### src/rtl/wrap_tally_display.sv
// Counts wrap-arounds of an upstream modulo counter into a two-digit BCD tally
// and scans the tally onto a multiplexed two-digit 7-segment display.
module wrap_tally_display #(
  parameter int SCAN_DIV = 4
) (
  input  logic       clk,
  input  logic       reset,
  input  logic [3:0] cnt_in,
  input  logic       enable,
  input  logic       clear,
  output logic [7:0] tally,
  output logic       wrap_pulse,
  output logic       ovf,
  output logic [1:0] dig_sel,
  output logic [6:0] seg
);

  localparam int DW = (SCAN_DIV > 1) ? $clog2(SCAN_DIV) : 1;
  localparam logic [DW-1:0] DIV_LAST = DW'(SCAN_DIV - 1);

  logic [3:0]    cnt_q;
  logic          wrap;
  logic          bump;
  logic [3:0]    ones_q, tens_q;
  logic [3:0]    ones_nx, tens_nx;
  logic          roll;
  logic [DW-1:0] div_q;
  logic [3:0]    digit;

  // Any strict drop is a wrap, whatever the upstream step size.
  assign wrap = (cnt_in < cnt_q);
  assign bump = wrap && enable;

  always_ff @(posedge clk) begin
    if (reset) begin
      cnt_q      <= 4'd0;
      wrap_pulse <= 1'b0;
    end else begin
      cnt_q      <= cnt_in;
      wrap_pulse <= bump;
    end
  end

  always_comb begin
    ones_nx = ones_q;
    tens_nx = tens_q;
    roll    = 1'b0;
    if (ones_q == 4'd9) begin
      ones_nx = 4'd0;
      if (tens_q == 4'd9) begin
        tens_nx = 4'd0;
        roll    = 1'b1;
      end else begin
        tens_nx = tens_q + 4'd1;
      end
    end else begin
      ones_nx = ones_q + 4'd1;
    end
  end

  // Clear wins over a same-edge wrap; the pulse above still fires.
  always_ff @(posedge clk) begin
    if (reset || clear) begin
      ones_q <= 4'd0;
      tens_q <= 4'd0;
      ovf    <= 1'b0;
    end else if (bump) begin
      ones_q <= ones_nx;
      tens_q <= tens_nx;
      if (roll) ovf <= 1'b1;
    end
  end

  assign tally = {tens_q, ones_q};

  always_ff @(posedge clk) begin
    if (reset) begin
      div_q   <= '0;
      dig_sel <= 2'b01;
    end else if (div_q == DIV_LAST) begin
      div_q   <= '0;
      dig_sel <= {dig_sel[0], dig_sel[1]};
    end else begin
      div_q   <= div_q + DW'(1);
    end
  end

  // Decoded from registers only, so no input reaches seg combinationally.
  assign digit = dig_sel[1] ? tens_q : ones_q;

  always_comb begin
    seg = 7'h00;
    case (digit)
      4'd0: seg = 7'h3F;
      4'd1: seg = 7'h06;
      4'd2: seg = 7'h5B;
      4'd3: seg = 7'h4F;
      4'd4: seg = 7'h66;
      4'd5: seg = 7'h6D;
      4'd6: seg = 7'h7D;
      4'd7: seg = 7'h07;
      4'd8: seg = 7'h7F;
      4'd9: seg = 7'h6F;
      default: seg = 7'h00;
    endcase
  end

endmodule

### config.mk
export PLATFORM = sky130hd
export DESIGN_NAME = wrap_tally_display
export DESIGN_NICKNAME = d
export VERILOG_FILES = /design/src/rtl/wrap_tally_display.sv
export SDC_FILE = /design/constraint.sdc
export NUM_CORES = 1
export LEC_CHECK = 0
export BUFFER_PORTS_ARGS = -buffer_cell sky130_fd_sc_hd__buf_2
export CORE_MARGIN = 2
export CORE_UTILIZATION = 58
export CTS_BUF_LIST = sky130_fd_sc_hd__clkbuf_8
export DETAILED_ROUTE_END_ITERATION = 7
export HOLD_SLACK_MARGIN = 0.05
export PLACE_DENSITY = 0.86
export SLEW_MARGIN = 20
export SYNTH_ARGS = -nofsm -noshare
export SYNTH_HDL_FRONTEND = slang
export SYNTH_SLANG_ARGS = --single-unit
### constraint.sdc
create_clock -name clk -period 2.75 [get_ports clk]
set_clock_uncertainty 0.15 [all_clocks]
set_input_delay 0.4125 -clock clk [delete_from_list [all_inputs] [get_ports clk]]
set_output_delay 0.4125 -clock clk [all_outputs]
set_load 0.02 [all_outputs]
# Yosys cells after proc, flatten, opt, wreduce, memory -nomap -nowiden
# Memory sizes are Yosys's and may differ from the RTL's.
# Cells that the tools add are included.
# classes
n_addsub	3
magnitude_cmp	1
eq_ne	3
muxes	5
reduce_logical	5
# ops
operator	n
$mux 4	3
$add 4x1->4 const B	2
$eq 4x4->1 const B	2
$lt 4x4->1	1
$reduce_and 2->1	2
$add 2x1->2 const B	1
$eq 2x2->1 const B	1
$mux 1	2
$reduce_or 2->1	1
$logic_and 1x1->1	1
$logic_or 1x1->1	1
# word_totals
reg_bits	18
mem_count	1
in_bits	8
mem_bits_ro	112
word_cells	25
# memory_table
memory	depth	width	rd	rd_ports_with_merged_regs	write_ports	line_no	source
(name not given)	16	7	1	0	0	93	case (digit)

# Logic depth before layout (Yosys ltp)
# Gate-level depths: netlist of run 1.
# depth
ltp_word	4
ltp_mapped	7
depth_no_buf	6

# Least setup slack after synthesis of run 1
# Ideal clock, no wire load.
# synth_timing
path_kind	flip-flop to output port
start	register dig_sel[1]
end	output seg[0]
n_path_buf	1
t_arrival_ns	1.855
path_stages_with_launch	5
path_slack_ns	0.332
cell_sequence	dfxtp_1 > buf_2 > mux2i_1 > nand2_1 > o21ai_0
# synth_via
elab_chain_len	2
# synth_rtl
item	line_no	source
start: declaration	14	output logic [1:0] dig_sel,
start signal: assignment	82	dig_sel <= {dig_sel[0], dig_sel[1]};
$mux 4	89	assign digit = dig_sel[1] ? tens_q : ones_q;
$mem_v2 16x7	n/a	
end: declaration	15	output logic [6:0] seg
# No other way between the ends.

# Final worst setup path of run 1
# Same ends and word-level chain as after synthesis.

==> impl_metrics.py, run 1 <==
metrics = {
    "timing": {
        "fin_crit_ps": 2560,
        "fin_crit_sh": 0.930,
        "fin_setup_tns_ps": 0,
        "timing.final.ws_setup_ps": 194,
        "finalSetupViolCount": 0,
        "clock.fmax_mhz": 391,
        "rsz0062_at_grt": "false",
        "relSlewSlack": 0.637,
        "hold_viol": 0,
        "tightest_slew_ps": 544,
        "maxSlewViolCount": 0,
    },
    "synthesis": {
        "yosysSeqAreaShare": 0.347,
        "syn_area_per_cell_um2": 8.79,
        "synth_fp_nets": 136,
        "ys_ff_latch": 18,
        "synthDistinctLibCells": 34,
        "ys.flop_type": "dfxtp_1",
        "syn-cell-area_um2": 1040,
        "synth_area_leader_cell": "dfxtp_1",
        "synth-edff-count": 0,
        "async_reset_ff_frac": 0,
        "synth_top_area_frac": 0.347,
        "synthTopCellsByCount": "18 x dfxtp_1, 10 x ha_1, 9 x inv_1, 9 x nand2_1, 9 x nor2b_1",
        "yosysMostFrequentCell": "dfxtp_1",
        "yosys_warnings": 0,
        "synthTopCellsByArea": "dfxtp_1 35%, ha_1 12%, nor2b_1 5.4%",
        "netlist_instances": 118,
    },
    "clocking": {
        "root_buffer": "clkbuf_8",
        "cts.reportedPaths.clkPinSlew_ps": 70,
        "clock_sinks": 18,
        "cts_tree": "done",
        "clockBufferDepth": 2,
        "clk_latency_ps": 260,
        "post_cts_buffers": 0,
        "cts_buffers": 3,
        "h-tree-depth": 1,
    },
    "setup_path": {
        "required_ps": 2190,
        "r2r_cells": 6,
        "crit_type": "reg2out",
        "cp.arrival_ps": 1990,
        "critPathMaxFanout": 8,
        "cp-end-kind": "output port",
        "startpoint_type": "flop",
    },
    "grt": {
        "antenna_found_initial": 0,
        "grt_pass1_wl_mm": 3.61,
        "grt_max_degree": 12,
        "grt_pass1_vias": 827,
        "grt_usage": 0.234,
        "grt_overflow": 0,
    },
    "floorplan": {
        "core.rowCount": 15,
        "ios": 27,
        "die_area_um2": 2140,
        "chipHeight_um": 46.3,
        "design.core.area_um2": 1710,
        "start_util": 0.607,
        "die_w_um": 46.3,
    },
    "finish": {
        "syn2layout_area_growth_pct": 22.3,
        "nets": 166,
        "fill_cells": 133,
        "diodes": 0,
        "layout-drive-gt1-share": 0.272,
    },
    "power": {
        "peakVddDrop_mv": 0.364,
        "p_leak_nw": 0.542,
        "finalPower_mw": 0.570,
        "powerDensity_nw_per_um2": 449,
    },
    "flow_run": {
        "maxCapViolCount": 0,
    },
    "outcome": {
        "status": "finished, final reports clean",
    },
    "route": {
        "drt_iter0_drc": 38,
        "route.detailed.drc": 0,
        "vias_per_cell": 5.65,
        "ant_nets": 0,
        "dr.pass1.iters": 4,
        "via_count": 971,
        "wirelength_mm": 2.31,
        "wl_per_cell_um": 13.4,
    },
    "placement": {
        "dpl.hpwl_mm": 1.55,
        "io_buffers": 26,
        "gp_congestion": 0.856,
        "place_ws_ps": 364,
    },
    "hold_path": {
        "hold_path.class": "in2reg",
        "whs_path_depth": 2,
    },
}
-- state kept, by name (all words and copies together) (netlist names) --
signal      cells
div_q           2
dig_sel         2
wrap_pulse      1
ovf             1
ones_q          4
tens_q          4
cnt_q           4
-- worst paths after layout --
path	end	startpoint	slack, ps
max	seg[0]	dig_sel[1]	190
min	cnt_q[3]	cnt_in[3]	230
max reg2reg	tens_q[0]	cnt_q[1]	710
min reg2reg	div_q[0]	div_q[0]	280
-- final cells by class --
type	instances	area (µm²)	area share
Clock buffer	4	55.1	0.0434
Sequential cell	18	360	0.284
Multi-Input combinational cell	88	643	0.507
Timing Repair Buffer	28	145	0.114
Inverter	9	33.8	0.0266
Tap cell	25	31.3	0.0247
-- cells in the final DEF, fill, tap and decap left out, types with 2 or more instances in the layout --
cell type / instances
or4_1: 3
a31oi_1: 2
dfxtp_1: 18
buf_4: 2
inv_1: 9
clkbuf_8: 4
nor3_1: 2
ha_1: 10
a21oi_1: 7
o211ai_1: 2
o21ai_0: 8
xnor2_1: 2
nor2b_1: 9
nor2_1: 8
mux2_2: 2
nand4_1: 2
nand2_1: 9
mux2i_1: 4
o22ai_1: 2
buf_2: 26
-- report_power, final --
group	switching, mW	leakage [nW]	internal, mW
logic	0.0391	0.367	0.0310
registers	0.00800	0.147	0.271
clock network	0.0927	0.0288	0.127
-- critical path, cell delays in order, from the launching register on --
cell	delay [ps]
dfxtp_1	580
mux2i_1	240
buf_4	160
inv_1	60
ha_1	190
nor2b_1	90
o21ai_0	90
o21ai_0	110
buf_2	190
-- per-stage QoR --
| step | instance area [µm²] | cells | hold slack (ps) | utilization |
|---|---|---|---|---|
| floorplan | 1040 | 118 | 254 | - |
| global placement | 1200 | 168 | 264 | 0.703 |
| detailed placement | 1200 | 168 | 277 | 0.703 |
| CTS | 1260 | 172 | 229 | 0.736 |
| global route | 1270 | 172 | 256 | 0.743 |
| finish | 1270 | 172 | 226 | 0.743 |
-- routing by layer --
metal / GRT usage / wire length (µm)
met3: 0.0471 / 121
met2: 0.406 / 1130
met4: 0.0514 / 19
met1: 0.295 / 1030
met5: 0 / 0
-- cells by family (layout without fill, tap and decap cells) --
kind of cell	after synthesis	in the layout	synth area share
AOI/OAI and AO/OA	29	29	0.177
xor gates and xnor gates	2	2	0.0169
adders and majority gates	10	10	0.121
buffers and inverters	12	41	0.0446
DFF	18	18	0.347
muxes	7	7	0.0700
and+or+nand+nor	40	40	0.223
-- timing repair --
| item | CTS | global route |
|---|---|---|
| endpoints found under the setup margin | 0 | 6 |
| hold buffers | 0 | 0 |
| resized for setup | 0 | 2 |
(Power assumes the default switching activity.)
==> run 2, diff against run 1 <==
Settings changed: REMOVE_ABC_BUFFERS from default to 1.
==> run 2 against run 1 <==
  * Routed wire length increased by 6.6%
  * Sequential share of layout area increased by 0.071 points
  * Combinational power about the same
  * Die area unchanged
  * Cell count unchanged
  * Sequential power about the same
  * Worst hold slack improved by 14 ps
  * Utilization increased by 0.073 points
  * Maximum frequency increased by 0.67%
  * Sequential cell count unchanged
==> impl_metrics.py, run 2 (synthesized netlist as in run 1, its figures left out) <==
metrics = {
    "power": {
        "powerDensity_nw_per_um2": 446,
        "peakVddDrop_mv": 0.248,
        "p_switching_mw": 0.136,
        "netSwitchingFraction": 0.241,
        "p_int_mw": 0.430,
        "comb_power_share": 0.124,
        "p_leak_nw": 0.543,
        "seq_power_share": 0.494,
        "p_clk_frac": 0.382,
    },
    "route": {
        "wirelength_mm": 2.46,
        "via_count": 998,
        "dr.pass1.iters": 4,
        "drt_iter0_drc": 31,
        "vias_per_cell": 5.80,
        "wl_per_cell_um": 14.3,
        "ant_nets": 0,
        "route.detailed.drc": 0,
    },
    "floorplan": {
        "start_util": 0.607,
        "design.core.area_um2": 1710,
        "chipHeight_um": 46.3,
        "die_area_um2": 2140,
        "ios": 27,
        "core.rowCount": 15,
        "die_w_um": 46.3,
    },
    "timing": {
        "fin_setup_tns_ps": 0,
        "fin_crit_sh": 0.923,
        "timing.final.ws_setup_ps": 211,
        "finalSetupViolCount": 0,
        "relSlewSlack": 0.628,
        "fin_hold_ws_ps": 240,
        "hold_viol": 0,
        "tightest_slew_ps": 557,
        "rsz0062_at_grt": "false",
        "fin_crit_ps": 2540,
        "clock.fmax_mhz": 394,
        "maxSlewViolCount": 0,
    },
    "clocking": {
        "cts-hold-fix-buffers": 0,
        "root_buffer": "clkbuf_8",
        "cts.reportedPaths.clkPinSlew_ps": 70,
        "cts_tree": "done",
        "clk_latency_ps": 250,
        "post_cts_buffers": 0,
        "clockBufferDepth": 2,
        "h-tree-depth": 1,
        "cts_resized": 1,
        "clock_sinks": 18,
        "cts_buffers": 3,
    },
    "finish": {
        "reg_top3": "cnt_q: 4 flops, ones_q: 4 flops, tens_q: 4 flops",
        "final_common_cell": "buf_2",
        "nets": 166,
        "diodes": 0,
        "syn2layout_area_growth_pct": 22.4,
        "layout-drive-gt1-share": 0.279,
        "final_cell_mix": "26 x buf_2, 17 x dfxtp_1, 10 x ha_1",
    },
    "setup_path": {
        "r2r_cells": 6,
        "crit_type": "reg2out",
        "startpoint_type": "flop",
        "cp-end-kind": "output port",
        "reg2reg_slack_ps": 690,
        "r2r_end": "ones_q[2]",
        "required_ps": 2190,
        "cp.arrival_ps": 1980,
        "reg2reg_from": "cnt_q[1]",
        "critPathMaxFanout": 8,
    },
    "hold_path": {
        "hold_end": "cnt_q[3]",
        "hold_start": "cnt_in[3]",
        "hold_path.class": "in2reg",
        "whs_path_depth": 2,
    },
    "grt": {
        "grt_pass1_vias": 925,
        "grt_usage": 0.258,
        "grt_overflow": 0,
        "grt_max_degree": 12,
        "grt_pass1_wl_mm": 3.95,
        "antenna_found_initial": 0,
    },
    "placement": {
        "gp_congestion": 0.756,
        "io_buffers": 26,
        "dpl.hpwl_mm": 1.73,
        "place_ws_ps": 334,
    },
    "flow_run": {
        "maxCapViolCount": 0,
    },
    "outcome": {
        "status": "finished, final reports clean",
    },
}
[run 2: power by group through the flow]
stage	Sequential, mW	Combinational [mW]	Clock (mW)
floorplan	0.288	0.0415	0
global placement	0.284	0.0660	0
detailed placement	0.284	0.0685	0
CTS	0.279	0.0697	0.220
global route	0.281	0.0784	0.227
finish	0.279	0.0703	0.216
[run 2: cell type report]
type | instances | area [µm²]
repair buffers | 28 | 145
fillers | 127 | 438
multi-input cells | 88 | 643
well taps | 25 | 31.3
clock buffers | 4 | 55.1
inverters | 9 | 33.8
flip-flops and latches | 18 | 362
[run 2: worst max path at each step]
stage,start,slack (ps),depth (start not counted),end
after CTS,dig_sel[1],60,6,seg[0]
after global routing,dig_sel[1],140,6,seg[0]
after floorplan,dig_sel[1],360,3,seg[0]
after detailed placement,dig_sel[1],330,6,seg[3]
after global placement,dig_sel[1],470,5,seg[5]
final,dig_sel[1],210,6,seg[0]
[run 2: metal layers]
metal  wire (µm)  GRT usage  part of all wire  vias up
li1            -          -                 -      480
met1        1060      0.300              0.43      472
met2        1240      0.444              0.50       38
met3         104     0.0431             0.042        8
met4          62      0.137             0.025        0
met5           0          0                 0        -
[run 2: metrics by stage]
| step | std cells | power (mW) | instance area (µm²) | utilization |
|---|---|---|---|---|
| floorplan | 115 | 0.329 | 1020 | - |
| global placement | 168 | 0.350 | 1200 | 0.703 |
| detailed placement | 168 | 0.353 | 1200 | 0.703 |
| CTS | 172 | 0.568 | 1260 | 0.738 |
| global route | 172 | 0.586 | 1270 | 0.744 |
| finish | 172 | 0.566 | 1270 | 0.744 |
[run 2: worst max-delay path: stages (launching register included)]
cell	delay (ps)
dfxtp_2	450
mux2i_4	380
ha_1	210
nor2b_1	60
o21ai_0	290
o21ai_0	140
buf_2	180
